File: config.mk
export PLATFORM = sky130hd
export DESIGN_NAME = pulse_train_gen
export DESIGN_NICKNAME = d
export VERILOG_FILES = /design/src/rtl/pulse_train_pkg.sv /design/src/rtl/pulse_phase_counter.sv /design/src/rtl/pulse_train_gen.sv
export SDC_FILE = /design/constraint.sdc
export NUM_CORES = 1
export LEC_CHECK = 0
export ABC_AREA = 1
export CAP_MARGIN = 10
export CELL_PAD_IN_SITES_DETAIL_PLACEMENT = 1
export CELL_PAD_IN_SITES_GLOBAL_PLACEMENT = 1
export CORE_ASPECT_RATIO = 0.5
export CORE_MARGIN = 4
export CORE_UTILIZATION = 25
export DETAILED_ROUTE_END_ITERATION = 10
export GPL_TIMING_DRIVEN = 0
export PLACE_DENSITY_LB_ADDON = 0.1
export RECOVER_POWER = 25
export SYNTH_ARGS = -nofsm -noshare
export SYNTH_HDL_FRONTEND = slang
export SYNTH_SLANG_ARGS = --single-unit
File: constraint.sdc
create_clock -name clk -period 1.9 [get_ports clk]
set_input_delay 0.285 -clock clk [delete_from_list [all_inputs] [get_ports clk]]
set_output_delay 0.285 -clock clk [all_outputs]
set_load 0.01 [all_outputs]
File: src/rtl/pulse_train_pkg.sv
// Shared definitions for the pulse train generator: state encoding and default widths.
package pulse_train_pkg;

   localparam int unsigned DEF_CNT_W = 16;
   localparam int unsigned DEF_N_W   = 8;

   localparam logic [1:0] ST_IDLE = 2'd0;
   localparam logic [1:0] ST_HIGH = 2'd1;
   localparam logic [1:0] ST_LOW  = 2'd2;

   typedef enum logic [1:0] {
      IDLE = ST_IDLE,
      HIGH = ST_HIGH,
      LOW  = ST_LOW
   } state_t;

endpackage

File: src/rtl/pulse_phase_counter.sv
// Loadable down-counter timing one HIGH or LOW phase; tc_c marks the last cycle of the phase.
module pulse_phase_counter
   import pulse_train_pkg::*;
#(
   parameter int unsigned CNT_W = DEF_CNT_W
) (
   input  logic             clk,
   input  logic             rst,
   input  logic             load,
   input  logic [CNT_W-1:0] load_val,
   output logic             tc_c
);

   logic [CNT_W-1:0] cnt;

   // Holds at zero once expired so an idle counter never wraps.
   always_ff @(posedge clk) begin
      if (rst) begin
         cnt <= '0;
      end else if (load) begin
         cnt <= load_val;
      end else if (cnt != '0) begin
         cnt <= cnt - CNT_W'(1);
      end
   end

   assign tc_c = (cnt == CNT_W'(1));

endmodule

File: src/rtl/pulse_train_gen.sv
// Burst generator: turns a one-cycle start into n registered pulses of programmable high/low time.
module pulse_train_gen
   import pulse_train_pkg::*;
#(
   parameter int unsigned CNT_W = DEF_CNT_W,
   parameter int unsigned N_W   = DEF_N_W
) (
   input  logic             clk,
   input  logic             rst,
   input  logic             start,
   input  logic [CNT_W-1:0] high_len,
   input  logic [CNT_W-1:0] low_len,
   input  logic [N_W-1:0]   n_pulses,
   output logic             out,
   output logic             out_rise,
   output logic             out_fall,
   output logic             busy,
   output logic             done
);

   state_t           state_q, state_d;
   logic [N_W-1:0]   rem_q, rem_d;
   logic [CNT_W-1:0] hl_q, hl_d, ll_q, ll_d;
   logic [CNT_W-1:0] hl_in, ll_in, ld_val;
   logic             out_d, rise_d, fall_d, busy_d, done_d;
   logic             ld, tc;

   // Zero-length phases are stretched to one cycle.
   assign hl_in = (high_len == '0) ? CNT_W'(1) : high_len;
   assign ll_in = (low_len  == '0) ? CNT_W'(1) : low_len;

   pulse_phase_counter #(
      .CNT_W (CNT_W)
   ) u_phase (
      .clk      (clk),
      .rst      (rst),
      .load     (ld),
      .load_val (ld_val),
      .tc_c     (tc)
   );

   always_ff @(posedge clk) begin
      if (rst) begin
         state_q  <= IDLE;
         rem_q    <= '0;
         hl_q     <= '0;
         ll_q     <= '0;
         out      <= 1'b0;
         out_rise <= 1'b0;
         out_fall <= 1'b0;
         busy     <= 1'b0;
         done     <= 1'b0;
      end else begin
         state_q  <= state_d;
         rem_q    <= rem_d;
         hl_q     <= hl_d;
         ll_q     <= ll_d;
         out      <= out_d;
         out_rise <= rise_d;
         out_fall <= fall_d;
         busy     <= busy_d;
         done     <= done_d;
      end
   end

   always_comb begin
      state_d = state_q;
      rem_d   = rem_q;
      hl_d    = hl_q;
      ll_d    = ll_q;
      out_d   = out;
      busy_d  = busy;
      rise_d  = 1'b0;
      fall_d  = 1'b0;
      done_d  = 1'b0;
      ld      = 1'b0;
      ld_val  = hl_q;

      case (state_q)
         IDLE: begin
            if (start) begin
               if (n_pulses != '0) begin
                  hl_d    = hl_in;
                  ll_d    = ll_in;
                  rem_d   = n_pulses;
                  out_d   = 1'b1;
                  rise_d  = 1'b1;
                  busy_d  = 1'b1;
                  ld      = 1'b1;
                  ld_val  = hl_in;
                  state_d = HIGH;
               end else begin
                  done_d = 1'b1;
               end
            end
         end
         HIGH: begin
            if (tc) begin
               out_d  = 1'b0;
               fall_d = 1'b1;
               rem_d  = rem_q - N_W'(1);
               // Last pulse ends the burst directly, with no trailing low phase.
               if (rem_q == N_W'(1)) begin
                  busy_d  = 1'b0;
                  done_d  = 1'b1;
                  state_d = IDLE;
               end else begin
                  ld      = 1'b1;
                  ld_val  = ll_q;
                  state_d = LOW;
               end
            end
         end
         LOW: begin
            if (tc) begin
               out_d   = 1'b1;
               rise_d  = 1'b1;
               ld      = 1'b1;
               ld_val  = hl_q;
               state_d = HIGH;
            end
         end
         default: begin
            state_d = IDLE;
         end
      endcase
   end

endmodule

==> results by group, run 1 <==
Final layout
  – Antenna diode instance count: 0
  – Fraction of layout cells with a size suffix above 1: 19.8%
  – Core occupancy in the finished layout: 37.7%
  – Final Net Count: 649
  – Growth of design area from synthesis to finish: 43.5%

Synthesis
  – Post-synthesis cell type with the largest combined area: sky130_fd_sc_hd__dfxtp_1
  – Proportion of synthesized flip-flops having asynchronous set or reset: 0%
  – Post-synthesis cell count: 520
  – Top FF cell, synth: sky130_fd_sc_hd__dfxtp_1
  – Total number of yosys warnings: 0
  – EDFF count, synth: 0
  – Net Count, Synth: 567
  – Post-synth cell types: 34
  – Area share of the largest cell type after synthesis: 36.9%
  – Proportion of synthesized chip area in sequential cells: 36.9%
  – Combined area of all synthesized cells: 0.00342 mm2
  – Synthesis-stage register bit count: 63
  – Leading cell types by total area after synthesis: sky130_fd_sc_hd__dfxtp_1, sky130_fd_sc_hd__nand2_1, sky130_fd_sc_hd__nor2_1
  – Synthesized area per cell: 6.58 um2

Drt
  – Router iterations before antenna repair: 4
  – Total routed wirelength: 13.6 mm
  – DRC violation count after routing: 0
  – Via-per-instance ratio: 4.75
  – Post-detailed-route wirelength per cell: 17.4 um
  – Post-route antenna net violation count: 0
  – Number of DRC violations after detailed-routing iteration 0: 188
  – Total via count after detailed routing: 3,688

Clocking
  – Clock sink total: 63
  – H-tree level count: 3
  – Total clock buffers created by CTS: 9
  – Worst skew pair latency: 340 ps
  – Cell at the root of the clock tree: sky130_fd_sc_hd__clkbuf_16
  – Buffer levels on the longest clock path: 2
  – TritonCTS clock tree: done
  – Clock slew at the register clock pins of the worst setup and hold paths: 60 ps

Setup path
  – Kind of launch point of the worst setup path: register
  – Top delay family on crit path: simple AND/OR/NAND/NOR gates
  – Worst path slowest cell: sky130_fd_sc_hd__dfxtp_2
  – Critical path peak fanout: 7
  – Max incr delay on CP: 320 ps
  – Reg-to-reg critical path startpoint: rem_q[1]$_SDFFE_PP0P_
  – Required time at the worst-slack endpoint: 2130 ps
  – Crit path capture type: register
  – Ordered cell list for the critical path: inv_2, ha_2, inv_2, nor3_4, nand2_2, nand2_1, nor2_4, nor2_4, buf_6, nand3_2, o21ai_2, nor2_1
  – Reg2Reg Setup Slack: 30 ps
  – CP Depth: 12
  – Worst reg2reg endpoint: u_phase.cnt[12]$_SDFFE_PP0P_
  – Data arrival, critical path: 2090 ps
  – Register-to-Register Path Depth: 12
  – Worst Path Buf+Inv: 3
  – Worst Path Class, Setup: register to register

Place
  – Dpl hpwl: 9.84 mm
  – Last weighted congestion value of the routability-driven placer: 0.841
  – Number of I/O port buffers: 46

Timing
  – Final cycle utilization of the critical path: 98.2%
  – Worst-case clock skew: 10.7 ps
  – Final min period: 1870 ps
  – Unrepaired setup endpoints after global routing: true
  – Setup violations, final: 0
  – Slew Limit Fails: 0
  – Worst slew pin tran: 729 ps
  – Highest attainable clock frequency: 536 MHz
  – Final Hold Viols: 0
  – Tightest slew margin relative to the limit: 51.4%

Global route
  – Grt ovf: 0
  – Vias in the first global route: 3,612
  – GR Util All Layers: 16.8%
  – Pin count of the biggest net entering global routing: 12
  – First-pass GRT wire length: 20.6 mm
  – Antenna violations before repair: 0

Die
  – Die area: 0.0157 mm2
  – Core ar.: 0.0130 mm2
  – Number of top-level pins: 48
  – Row Count: 29
  – Initial Utilization: 26.3%
  – Die width: 173 um
  – Die boundary height: 90.7 um

Hold path
  – Depth of the worst hold-timing path: 3
  – Worst hold path class: input pin to register
  – Hold Path End: rem_q[5]$_SDFFE_PP0P_
  – Startpoint of the tightest hold check path: n_pulses[5]

Power
  – Power per cell area: 940 mW/mm2
  – Total leakage power: 2.08 nW
  – VDD IR max: 0.467 mV
  – Total Power Consumption: 4.62 mW

Outcome
  – Outcome: completed

Flow run
  – Max-cap violation count: 0
-- worst max path at each step --
stage,startpoint,to,slack (ps)
after floorplan,u_phase.cnt[1]$_SDFFE_PP0P_,u_phase.cnt[4]$_SDFFE_PP0P_,290
after global placement,n_pulses[1],u_phase.cnt[12]$_SDFFE_PP0P_,-630
after detailed placement,n_pulses[0],u_phase.cnt[12]$_SDFFE_PP0P_,-640
after CTS,rem_q[1]$_SDFFE_PP0P_,u_phase.cnt[12]$_SDFFE_PP0P_,-20
after global routing,rem_q[1]$_SDFFE_PP0P_,u_phase.cnt[3]$_SDFFE_PP0P_,-90
final,rem_q[1]$_SDFFE_PP0P_,u_phase.cnt[12]$_SDFFE_PP0P_,30
-- cell families (layout without fill, tap and decap cells) --
| logic type | count (synthesis) | count (layout) | synth area share (%) |
|---|---|---|---|
| simple gates | 268 | 269 | 34.1 |
| fa+ha+maj | 4 | 4 | 1.46 |
| xor+xnor | 9 | 9 | 2.30 |
| flops | 63 | 63 | 36.9 |
| buf+inv | 71 | 157 | 8.49 |
| compound gates | 105 | 105 | 16.8 |
-- power by group --
part	total [mW]	leakage (nW)	switching (mW)	internal (mW)
Clock	1.79	0.148	0.643	1.14
Combinational	1.26	1.41	0.745	0.514
Sequential	1.57	0.520	0.119	1.45
Total	4.62	2.08	1.51	3.11
-- sequential cells by signal (all words and copies together), names as in the netlist --
register     cells
state_q          2
out              1
out_fall         1
u_phase.cnt     16
out_rise         1
hl_q            16
busy             1
ll_q            16
rem_q            8
done             1
-- per-layer routing --
| metal | global-route usage, % | vias up | wire length [um] |
|---|---|---|---|
| li1 | - | 1869 | - |
| met1 | 24.6 | 1754 | 7230 |
| met2 | 25.1 | 53 | 5620 |
| met3 | 3.72 | 12 | 575 |
| met4 | 3.78 | 0 | 126 |
| met5 | 0 | - | 0 |
-- tightest hold or removal path, cell delays in order --
cell	delay, ps
sky130_fd_sc_hd__dlymetal6s2s_1	130
sky130_fd_sc_hd__nand2_1	70
sky130_fd_sc_hd__a31oi_1	70
-- final cells by class --
cell class                 count  area (um2)
inverter                      50         198
fill                        1638        8120
clock buffer                  10         229
timing repair buffer          70         689
clock inverter                 6        85.1
buffer                        21         143
sequential                    63        1270
multi-input combinational    387        2090
tap                          170         213
-- layout by cell type, fill, tap and decap left out, types with 5 or more instances in the layout --
cell type | synthesis | final
sky130_fd_sc_hd__nand3_2 | 3 | 9
sky130_fd_sc_hd__nor2_2 | 7 | 5
sky130_fd_sc_hd__buf_6 | 1 | 8
sky130_fd_sc_hd__xor2_1 | 6 | 6
sky130_fd_sc_hd__inv_1 | 45 | 40
sky130_fd_sc_hd__a21oi_1 | 48 | 47
sky130_fd_sc_hd__a31oi_1 | 5 | 5
sky130_fd_sc_hd__dfxtp_1 | 63 | 59
sky130_fd_sc_hd__nand4_1 | 9 | 9
sky130_fd_sc_hd__nand3_1 | 31 | 23
sky130_fd_sc_hd__clkbuf_16 | 0 | 10
sky130_fd_sc_hd__clkdlybuf4s50_1 | 0 | 36
sky130_fd_sc_hd__nand2_2 | 5 | 10
sky130_fd_sc_hd__o21ai_1 | 6 | 9
sky130_fd_sc_hd__nor2_1 | 76 | 69
sky130_fd_sc_hd__clkbuf_1 | 8 | 7
sky130_fd_sc_hd__nor2_4 | 2 | 11
sky130_fd_sc_hd__nand2_1 | 123 | 116
sky130_fd_sc_hd__dlymetal6s2s_1 | 0 | 8
sky130_fd_sc_hd__inv_2 | 5 | 7
sky130_fd_sc_hd__nor4_1 | 5 | 5
sky130_fd_sc_hd__o21ai_0 | 33 | 27
sky130_fd_sc_hd__buf_4 | 1 | 20
-- synthesized netlist by cell type, types with 2 or more instances --
| library cell | count |
|---|---|
| sky130_fd_sc_hd__nand2_1 | 123 |
| sky130_fd_sc_hd__xor2_1 | 6 |
| sky130_fd_sc_hd__a211oi_1 | 3 |
| sky130_fd_sc_hd__inv_2 | 5 |
| sky130_fd_sc_hd__o21ai_1 | 6 |
| sky130_fd_sc_hd__o21ai_0 | 33 |
| sky130_fd_sc_hd__nor2_1 | 76 |
| sky130_fd_sc_hd__nand2_2 | 5 |
| sky130_fd_sc_hd__dfxtp_1 | 63 |
| sky130_fd_sc_hd__nand3_2 | 3 |
| sky130_fd_sc_hd__clkbuf_1 | 8 |
| sky130_fd_sc_hd__o211ai_1 | 4 |
| sky130_fd_sc_hd__buf_2 | 10 |
| sky130_fd_sc_hd__nor4_1 | 5 |
| sky130_fd_sc_hd__nand3_1 | 31 |
| sky130_fd_sc_hd__nor2_2 | 7 |
| sky130_fd_sc_hd__nor2_4 | 2 |
| sky130_fd_sc_hd__a31oi_1 | 5 |
| sky130_fd_sc_hd__xnor2_1 | 3 |
| sky130_fd_sc_hd__o21bai_1 | 3 |
| sky130_fd_sc_hd__inv_1 | 45 |
| sky130_fd_sc_hd__a21oi_1 | 48 |
| sky130_fd_sc_hd__or2_2 | 4 |
| sky130_fd_sc_hd__nand4_1 | 9 |
| sky130_fd_sc_hd__ha_1 | 4 |
-- stage by stage --
stage | instances | instance area [um2] | setup WS, ps | hold WS [ps] | TNS, ps
final | 777 | 4910 | 34.9 | 271 | 0
after global routing | 777 | 4910 | -87.6 | 295 | -763
after CTS | 759 | 4550 | -18.0 | 471 | -31.2
after detailed placement | 736 | 4090 | -638 | 460 | -19390
after global placement | 736 | 4090 | -635 | 452 | -19000
after floorplan | 520 | 3420 | 292 | 429 | 0
-- what timing repair did --
item	in CTS	in global routing
cloned	0	3
pin swaps	8	28
setup endpoints to repair	27	51
hold buffers	0	0
gates resized for setup	31	65
buffers inserted	7	15
Note: power is estimated with default switching activity, not from simulation.
==> inputs of run 2 (changes only) <==
- ABC_AREA: 1 -> default
==> run 2 against run 1 <==
  * Non-clock buffer count up 29
  * Count of clock-buffer cells in the layout unchanged
  * The run now ends with setup timing left
  * Critical path depth down 7
  * Critical endpoint is now u_phase.cnt[15]$_SDFFE_PP0P_
  * Via count down 2.2%
==> results by group, run 2 <==
Outcome
  – Outcome: finished with violations (was completed)
  – Failing checks: setup timing

Drt
  – Router iterations before antenna repair: 5 (was 4)
  – Detailed route wirelength on metal3: 677 um (was 575 um)
  – Total length of routed met2 wires: 6.53 mm (was 5.62 mm)
  – Met1 wire length: 6.98 mm (was 7.23 mm)
  – Via-per-instance ratio: 5.22 (was 4.75)
  – Post-detailed-route wirelength per cell: 20.7 um (was 17.4 um)
  – Post-route antenna net violation count: 0 (unchanged)
  – Total routed wirelength: 14.3 mm (was 13.6 mm)
  – Highest metal layer with signal wires: met4 (unchanged)
  – DRC violation count after routing: 0 (unchanged)
  – Total via count after detailed routing: 3,608 (was 3,688)
  – Number of DRC violations after detailed-routing iteration 0: 180 (was 188)

Place
  – Dpl hpwl: 9.61 mm (was 9.84 mm)
  – Placed cell count: 634 (was 736)
  – Number of I/O port buffers: 46 (unchanged)
  – Last weighted congestion value of the routability-driven placer: 0.786 (was 0.841)

Clocking
  – Worst skew pair latency: 340 ps (about the same)
  – H-tree level count: 3 (unchanged)
  – Total clock buffers created by CTS: 9 (unchanged)
  – Cell at the root of the clock tree: sky130_fd_sc_hd__clkbuf_16 (unchanged)
  – TritonCTS clock tree: done (unchanged)
  – Hold-fix buffers, CTS: 0 (unchanged)
  – Clock sink total: 63 (unchanged)
  – Buffer levels on the longest clock path: 2 (unchanged)
  – Clock slew at the register clock pins of the worst setup and hold paths: 60 ps (about the same)

Timing
  – Setup violations, final: 18 (was 0)
  – Highest attainable clock frequency: 478 MHz (was 536 MHz)
  – Final Hold Viols: 0 (unchanged)
  – Tightest slew margin relative to the limit: 50.6% (was 51.4%)
  – Setup tns final: -2150 ps (was 0 ps)
  – Worst-case hold slack: 316 ps (was 271 ps)
  – Worst-case clock skew: 6.28 ps (was 10.7 ps)
  – Final min period: 2090 ps (was 1870 ps)
  – Final cycle utilization of the critical path: 110% (was 98.2%)
  – Unrepaired setup endpoints after global routing: true (unchanged)
  – Worst slew pin tran: 741 ps (was 729 ps)
  – Slew Limit Fails: 0 (unchanged)
  – Setup slack of the critical path after layout: -190 ps (was 34.9 ps)

Final layout
  – Growth of design area from synthesis to finish: 68.0% (was 43.5%)
  – Leading cell types in the layout, fill and taps excluded: sky130_fd_sc_hd__nand2_1, sky130_fd_sc_hd__dfxtp_1, sky130_fd_sc_hd__buf_4, sky130_fd_sc_hd__clkdlybuf4s50_1, sky130_fd_sc_hd__nor2_1 (was sky130_fd_sc_hd__nand2_1, sky130_fd_sc_hd__nor2_1, sky130_fd_sc_hd__dfxtp_1, sky130_fd_sc_hd__a21oi_1, sky130_fd_sc_hd__inv_1)
  – Area of all sequential standard cells: 0.00129 mm2 (was 0.00127 mm2)
  – Fraction of layout cells with a size suffix above 1: 37.0% (was 19.8%)
  – Largest registers: hl_q x16, ll_q x16, u_phase.cnt x16 (unchanged)
  – # fillers: 1,458 (was 1,638)
  – Area occupied by multi-input gates: 0.00256 mm2 (was 0.00209 mm2)
  – Core occupancy in the finished layout: 43.5% (was 37.7%)
  – Final Non-Filler Cells: 691 (was 777)
  – Most common cell after layout, fill and taps aside: sky130_fd_sc_hd__nand2_1 (unchanged)
  – Final Net Count: 563 (was 649)
  – Antenna diode instance count: 0 (unchanged)

Synthesis
  – EDFF count, synth: 0 (unchanged)
  – Proportion of synthesized flip-flops having asynchronous set or reset: 0% (unchanged)
  – Post-synth cell types: 63 (was 34)
  – Net Count, Synth: 465 (was 567)
  – Synthesis-stage register bit count: 63 (unchanged)
  – Top FF cell, synth: sky130_fd_sc_hd__dfxtp_1 (unchanged)
  – Post-synthesis cell type with the largest combined area: sky130_fd_sc_hd__dfxtp_1 (unchanged)
  – Area share of the largest cell type after synthesis: 37.9% (was 36.9%)
  – Total number of yosys warnings: 0 (unchanged)
  – Proportion of synthesized chip area in sequential cells: 37.9% (was 36.9%)
  – Most repeated cell in the gate-level netlist after synthesis: sky130_fd_sc_hd__nand2_1 (unchanged)
  – Synthesized area per cell: 7.96 um2 (was 6.58 um2)
  – Leading cell types by total area after synthesis: sky130_fd_sc_hd__dfxtp_1, sky130_fd_sc_hd__nand2_1, sky130_fd_sc_hd__a21oi_1 (was sky130_fd_sc_hd__dfxtp_1, sky130_fd_sc_hd__nand2_1, sky130_fd_sc_hd__nor2_1)
  – Commonest cells in the netlist: sky130_fd_sc_hd__nand2_1, sky130_fd_sc_hd__dfxtp_1, sky130_fd_sc_hd__a21oi_1, sky130_fd_sc_hd__nor2_1, sky130_fd_sc_hd__clkbuf_1 (was sky130_fd_sc_hd__nand2_1, sky130_fd_sc_hd__nor2_1, sky130_fd_sc_hd__dfxtp_1, sky130_fd_sc_hd__a21oi_1, sky130_fd_sc_hd__inv_1)
  – Post-synthesis cell count: 418 (was 520)
  – Combined area of all synthesized cells: 0.00333 mm2 (was 0.00342 mm2)

Setup path
  – Data arrival, critical path: 2360 ps (was 2090 ps)
  – Max incr delay on CP: 550 ps (was 320 ps)
  – Crit-path most repeated cell: sky130_fd_sc_hd__or4_4
  – Worst path slowest cell: sky130_fd_sc_hd__or4_4 (was sky130_fd_sc_hd__dfxtp_2)
  – Critical path peak fanout: 4 (was 7)
  – Required time at the worst-slack endpoint: 2170 ps (was 2130 ps)
  – Worst reg2reg endpoint: u_phase.cnt[15]$_SDFFE_PP0P_ (was u_phase.cnt[12]$_SDFFE_PP0P_)
  – Top delay family on crit path: simple AND/OR/NAND/NOR gates (unchanged)
  – Reg2Reg Setup Slack: -190 ps (was 30 ps)
  – Reg-to-reg critical path startpoint: u_phase.cnt[9]$_SDFFE_PP0P_ (was rem_q[1]$_SDFFE_PP0P_)
  – Worst Path Buf+Inv: 0 (was 3)
  – Kind of launch point of the worst setup path: register (unchanged)
  – Register-to-Register Path Depth: 5 (was 12)
  – Worst Path Class, Setup: register to register (unchanged)
  – Ordered cell list for the critical path: or4_4, or3_4, or4_4, a41o_1, a41oi_2 (was inv_2, ha_2, inv_2, nor3_4, nand2_2, nand2_1, nor2_4, nor2_4, buf_6, nand3_2, o21ai_2, nor2_1)
  – Crit path capture type: register (unchanged)

Flow run
  – Max-cap violation count: 0 (unchanged)

Global route
  – Vias in the first global route: 3,775 (was 3,612)
  – First-pass GRT wire length: 21.8 mm (was 20.6 mm)
  – Grt ovf: 0 (unchanged)
  – Pin count of the biggest net entering global routing: 13 (was 12)
  – Antenna violations before repair: 0 (unchanged)
  – GR Util All Layers: 19.0% (was 16.8%)

Power
  – Switching share of total power: 32.7% (about the same)
  – Cell Int Power: 3.44 mW (was 3.11 mW)
  – Power spent charging and discharging nets: 1.67 mW (was 1.51 mW)
  – Total leakage power: 1.99 nW (was 2.08 nW)
  – Power share of the clock group: 36.7% (was 38.7%)
  – VDD IR max: 0.392 mV (was 0.467 mV)
  – Fraction of power consumed by combinational cells: 32.2% (was 27.3%)
  – Power per cell area: 915 mW/mm2 (was 940 mW/mm2)
  – Share of power burned in registers: 31.2% (was 34.0%)
  – Total Power Consumption: 5.11 mW (was 4.62 mW)

Hold path
  – Hold Path End: rem_q[5]$_SDFFE_PP0P_ (unchanged)
  – Depth of the worst hold-timing path: 4 (was 3)
  – Startpoint of the tightest hold check path: n_pulses[5] (unchanged)
  – Worst hold path class: input pin to register (unchanged)

Die
  – Die boundary height: 89.6 um (was 90.7 um)
  – Die area: 0.0153 mm2 (was 0.0157 mm2)
  – Number of top-level pins: 48 (unchanged)
  – Die width: 171 um (was 173 um)
  – Initial Utilization: 25.9% (was 26.3%)
  – Core ar.: 0.0128 mm2 (was 0.0130 mm2)
  – Row Count: 29 (unchanged)
-- run 2: cell count changes after synthesis, sizes merged, moves of 12 or more --
cell and change:
a211oi +13, a21oi -15, a22oi +12, clkbuf +13, inv -40, nand2 -63
nand3 -24, nor2 -52, o21ai -27
-- run 2: layout make-up --
cell class	count	share of cell area [%]
plain buffers	29	5.08
clock buffers	10	4.28
clock inverters	6	1.66
inverters	10	0.672
multi-input cells	312	45.8
flip-flops and latches	63	23.0
well taps	170	3.81
repair buffers	91	15.7
-- run 2: how the worst max path moves through the flow --
stage,startpoint,end,slack (ps),depth (start not counted)
after global placement,n_pulses[0],u_phase.cnt[7]$_SDFFE_PP0P_,-1040,7
final,u_phase.cnt[9]$_SDFFE_PP0P_,u_phase.cnt[15]$_SDFFE_PP0P_,-190,5
after global routing,rem_q[3]$_SDFFE_PP0P_,u_phase.cnt[6]$_SDFFE_PP0P_,-240,6
after CTS,rem_q[3]$_SDFFE_PP0P_,u_phase.cnt[6]$_SDFFE_PP0P_,-210,6
after detailed placement,n_pulses[0],u_phase.cnt[6]$_SDFFE_PP0P_,-1020,7
after floorplan,u_phase.cnt[11]$_SDFFE_PP0P_,u_phase.cnt[15]$_SDFFE_PP0P_,-160,5
-- run 2: cells by family after synthesis --
family          synth area share, %
simple gates                   23.4
compound gates                 29.8
flops                          37.9
buf+inv                        5.27
xor+xnor                       1.84
fa+ha+maj                      1.50
mux                           0.301
-- run 2: through the flow --
step	worst slack [ps]	instance area [um2]
CTS	-208	5390
global route	-237	5590
floorplan	-156	3440
finish	-190	5590
global placement	-1040	4110
detailed placement	-1020	4110
-- run 2: power groups by stage --
stage	combinational [mW]	clock [mW]	sequential, mW
after floorplan	0.693	0	1.55
after CTS	1.51	1.91	1.58
final	1.65	1.88	1.59
after detailed placement	1.03	0	1.59
after global routing	1.77	1.98	1.61
after global placement	1.03	0	1.59
-- run 2: repair_timing --
action                     in CTS  in global routing
gates resized for setup       156                 48
pin swaps                      42                 22
setup endpoints to repair      62                 46
buffers inserted               36                  6
cloned                          4                  0
-- run 2: per-layer routing --
| metal | GRT usage, % | vias to the layer above |
|---|---|---|
| li1 | - | 1759 |
| met2 | 31.4 | 64 |
| met1 | 25.9 | 1777 |
| met4 | 4.53 | 0 |
| met5 | 0 | - |
| met3 | 3.84 | 8 |
-- run 2: worst min-delay path, delay by kind of cell --
family / cells / cell delay (ps)
AOI/OAI and AO/OA: 2 / 170
buffers and inverters: 1 / 90
and+or+nand+nor: 1 / 60
